### src/rtl/tt_seq_multiplier.sv
// Iterative shift-add multiplier: one multiplier bit per enabled clock, WIDTH x WIDTH -> 2*WIDTH.
// Signed operands are multiplied as magnitudes and the sign is applied when the result is written.
module tt_seq_multiplier #(
  parameter int WIDTH = 4
) (
  input  logic                 clk,
  input  logic                 rst_n,
  input  logic                 ena,
  input  logic                 flush,
  input  logic                 in_valid,
  output logic                 in_ready,
  input  logic [WIDTH-1:0]     a,
  input  logic [WIDTH-1:0]     b,
  input  logic                 signed_en,
  output logic                 out_valid,
  input  logic                 out_ready,
  output logic [2*WIDTH-1:0]   product,
  output logic                 busy
);

  localparam int CW = $clog2(WIDTH);
  localparam logic [CW-1:0] LAST = CW'(WIDTH - 1);

  // Handshakes: a transfer happens on an enabled edge where valid and ready are both high;
  // in_ready/out_valid depend only on state, never combinationally on the partner's signal.
  typedef enum logic [1:0] {IDLE, RUN, DONE} state_t;

  state_t               state;
  logic [WIDTH-1:0]     mcand;
  logic [WIDTH-1:0]     mplier;
  logic [CW-1:0]        cnt;
  logic [2*WIDTH-1:0]   acc;
  logic                 neg;

  logic [WIDTH-1:0]     a_mag;
  logic [WIDTH-1:0]     b_mag;
  logic [2*WIDTH-1:0]   addend;
  logic [2*WIDTH-1:0]   acc_next;

  always_comb begin
    a_mag    = (signed_en && a[WIDTH-1]) ? -a : a;
    b_mag    = (signed_en && b[WIDTH-1]) ? -b : b;
    addend   = mplier[0] ? ({{WIDTH{1'b0}}, mcand} << cnt) : '0;
    acc_next = acc + addend;
  end

  assign in_ready  = (state == IDLE);
  assign busy      = (state == RUN);
  assign out_valid = (state == DONE);

  always_ff @(posedge clk or negedge rst_n) begin
    if (!rst_n) begin
      state   <= IDLE;
      mcand   <= '0;
      mplier  <= '0;
      cnt     <= '0;
      acc     <= '0;
      neg     <= 1'b0;
      product <= '0;
    end else if (ena) begin
      if (flush) begin
        state <= IDLE;
        cnt   <= '0;
      end else begin
        case (state)
          IDLE: begin
            if (in_valid) begin
              mcand  <= a_mag;
              mplier <= b_mag;
              neg    <= signed_en & (a[WIDTH-1] ^ b[WIDTH-1]);
              acc    <= '0;
              cnt    <= '0;
              state  <= RUN;
            end
          end
          RUN: begin
            acc    <= acc_next;
            mplier <= mplier >> 1;
            cnt    <= cnt + 1'b1;
            if (cnt == LAST) begin
              // A zero magnitude negates to zero, so no negative zero can appear.
              product <= neg ? -acc_next : acc_next;
              state   <= DONE;
            end
          end
          DONE: begin
            if (out_ready) state <= IDLE;
          end
          default: state <= IDLE;
        endcase
      end
    end
  end

endmodule
### config.mk
export PLATFORM = sky130hd
export DESIGN_NAME = tt_seq_multiplier
export DESIGN_NICKNAME = d
export VERILOG_FILES = /design/src/rtl/tt_seq_multiplier.sv
export SDC_FILE = /design/constraint.sdc
export NUM_CORES = 1
export LEC_CHECK = 0
export ABC_AREA = 1
export BUFFER_PORTS_ARGS = -buffer_cell sky130_fd_sc_hd__buf_2
export CAP_MARGIN = 10
export CORE_UTILIZATION = 40
export DETAILED_ROUTE_END_ITERATION = 7
export GPL_TIMING_DRIVEN = 0
export PLACE_DENSITY_LB_ADDON = 0.05
export SLEW_MARGIN = 10
export SYNTH_ARGS = -nofsm -noshare
export SYNTH_HDL_FRONTEND = slang
export SYNTH_SLANG_ARGS = --single-unit
### constraint.sdc
create_clock -name clk -period 2.9 [get_ports clk]
set_input_delay 0.58 -clock clk [delete_from_list [all_inputs] [get_ports clk]]
set_output_delay 0.58 -clock clk [all_outputs]
set_load 0.05 [all_outputs]
==> flow_metrics.env <==
export IMPL_syn_to_final_growth_pct=15.0
export IMPL_core_um2=4720
export IMPL_clk_insertion_delay_late_ns=0.28
export IMPL_wirelength_um=4400
export IMPL_fp_dieH_um=72.1
export IMPL_crit_required_ns=3.08
export IMPL_finalCriticalPeriod_ns=2.52
export IMPL_synthFlopType="dfrtp_1"
export IMPL_tightest_slew_ns=0.679
export IMPL_antenna_found_initial=0
export IMPL_cp_end_kind="flop"
export IMPL_combPwrFrac_pct=43.3
export IMPL_wl_per_cell_um=12.1
export IMPL_num_rows=25
export IMPL_cts_resized_gates=0
export IMPL_ys_warn_count=0
export IMPL_syn_mean_instance_area_um2=7.42
export IMPL_gp_congestion=0.765
export IMPL_dr_total_vias=1739
export IMPL_die_w_um=72.1
export IMPL_setup_viol=0
export IMPL_setup_tns_ns=0
export IMPL_power_density_nw_per_um2=680
export IMPL_syn_area_um2=1970
export IMPL_cts_root_buffer="clkbuf_8"
export IMPL_whs_ns=0.334
export IMPL_hold_viol=0
export IMPL_timing_rr_end="product[6]"
export IMPL_cts_sink_count=29
export IMPL_synth_edf_count=0
export IMPL_synth_seq_cells=29
export IMPL_num_io_pins=26
export IMPL_grt_pass1_wl_um=7330
export IMPL_finalCritPeriodShare_pct=87.0
export IMPL_syn_nets=292
export IMPL_grt_usage_pct=18.7
export IMPL_holdCritPathClass="in2async"
export IMPL_clock_power_share_pct=22.2
export IMPL_crit_reg2reg_launch="cnt[1]"
export IMPL_rsz0062_at_grt="false"
export IMPL_vdd_drop_max_uv=246
export IMPL_drv_cap=0
export IMPL_viasPerCell=4.78
export IMPL_switchingPower_mw=0.652
export IMPL_status="completed"
export IMPL_num_antenna_cells=0
export IMPL_fin_worst_skew_ns=0.00561
export IMPL_synth_seq_area_share_pct=36.9
export IMPL_grt_max_degree=30
export IMPL_postCtsSetupRepairBufs=0
export IMPL_synth_area_top_cells="dfrtp_1 37%, nand2_1 14%, inv_1 7.3%, ha_1 7.0%, nand3_1 6.4%"
export IMPL_critPathMaxFanout=5
export IMPL_r2r_slack_ns=0.38
export IMPL_grt_pass1_vias=1600
export IMPL_path_clk_slew_ns=0.06
export IMPL_finalNetCount=324
export IMPL_yosysUniqueCellTypes=33
export IMPL_ctsHtreeMaxLevel=2
export IMPL_cts_buffers=5
export IMPL_dieArea_um2=5200
export IMPL_yosysTopAreaCell="dfrtp_1"
export IMPL_power_frac_seq_pct=34.4
export IMPL_p_sw_share_pct=42.4
export IMPL_startpoint_type="flop"
export IMPL_synth_top_area_share_pct=36.9
export IMPL_drive_above_1_share_pct=16.2
export IMPL_drt_pass1_iterations=6
export IMPL_clockBufferDepth=2
export IMPL_drtIter0Drc=60
export IMPL_crit_arrival_ns=2.70
export IMPL_cts_tree="built"
export IMPL_drc_errors=0
export IMPL_io_buffers=25
export IMPL_critical_path_class="reg2reg"
export IMPL_netlist_instances=265
export IMPL_ant_nets=0
export IMPL_start_util_pct=41.6
export IMPL_gr_total_overflow=0
export IMPL_rr_worst_depth=15
export IMPL_synthArstFlopShare_pct=100
export IMPL_cellLeakagePower_nw=1.24
export IMPL_maxSlewHeadroom_pct=54.7
export IMPL_drv_slew=0
export IMPL_p_int_mw=0.885
export IMPL_hold_buffers=0
export IMPL_fmax_ghz=0.397
export IMPL_detailed_place_hpwl_um=3450
cells in the mapped netlist, types with 3 or more instances:
library cell,instances
o21ai_0,19
dfrtp_1,29
nor2_1,19
a21oi_1,8
o21ai_1,3
o22ai_1,4
nand3_1,25
inv_2,3
nand2_1,71
o211ai_1,6
ha_1,11
inv_1,38
how the worst max path moves through the flow:
stage / startpoint / cells past startpoint / endpoint
6_report: cnt[1] / 15 / product[6]
5_1_grt: cnt[0] / 16 / product[6]
4_1_cts: cnt[1] / 15 / product[6]
3_5_place_dp: cnt[1] / 15 / product[6]
3_3_place_gp: cnt[1] / 15 / product[6]
2_1_floorplan: cnt[1] / 15 / product[6]
sequential cells by signal (all words and copies together) (netlist names):
register  flops
state         2
mplier        4
product       8
cnt           2
acc           8
neg           1
mcand         4
critical path, cell delays in order (launching register included):
cell and delay (ns):
dfrtp_1 0.40, or2_1 0.30, nor2_1 0.14, ha_1 0.20, fa_1 0.44, inv_1 0.11, ha_1 0.14, inv_1 0.04
nor2_1 0.11, nand3_1 0.12, nor2_1 0.11, nand2_1 0.07, nand2_1 0.06, nand2_1 0.05, nand3_1 0.07, nand2_1 0.05
stage by stage:
stage          power [mW]  setup slack [ns]  utilization [%]  instance area (µm²)  instances
2_1_floorplan        1.05             0.632                -                 1970        265
3_3_place_gp         1.21             0.372             46.1                 2180        357
3_5_place_dp         1.21             0.384             46.1                 2180        357
4_1_cts              1.56             0.367             47.9                 2260        364
5_1_grt              1.68            0.0876             47.9                 2260        364
6_report             1.54             0.378             47.9                 2260        364
cells in the final DEF, fill, tap and decap left out, drive strengths merged, types with 2 or more instances in the layout:
cell / count
a21oi: 8
a31oi: 2
buf: 28
clkbuf: 8
dfrtp: 29
ha: 11
inv: 42
nand2: 74
nand3: 25
nor2: 22
nor3: 3
o211ai: 6
o21ai: 24
o22ai: 4
o31ai: 2
xnor2: 2
xor2: 2
final cells by class:
cell class                 count  area (µm²)
fill                         495        2460
sequential                    29         726
buffer                         4        25.0
inverter                      42         160
multi-input combinational    190        1060
tap                           67        83.8
timing repair buffer          25         125
clock buffer                   7        86.3
per-layer routing:
| metal | global-route usage, % | up-vias | share of wire [%] |
|---|---|---|---|
| met5 | 0 | - | 0 |
| met4 | 6.54 | 0 | 1.5 |
| met3 | 3.75 | 6 | 3.2 |
| met2 | 30.8 | 31 | 46 |
| met1 | 24.5 | 774 | 49 |
| li1 | - | 928 | - |
power groups by stage:
stage                     registers (mW)  logic (mW)  clock network [mW]
after floorplan                    0.569       0.482                   0
after global placement             0.537       0.669                   0
after detailed placement           0.537       0.671                   0
after CTS                          0.530       0.675               0.354
after global routing               0.538       0.771               0.366
final                              0.530       0.666               0.341
logic make-up after synthesis:
kind of cell	share of synthesized area, %
AND/OR/NAND/NOR	29.7
AO/OA/AOI/OAI	14.2
adder cells (fa/ha/maj)	8.02
XOR/XNOR	1.78
buffers and inverters	9.41
flip-flops	36.9
Note: power is estimated with default switching activity, not from simulation.
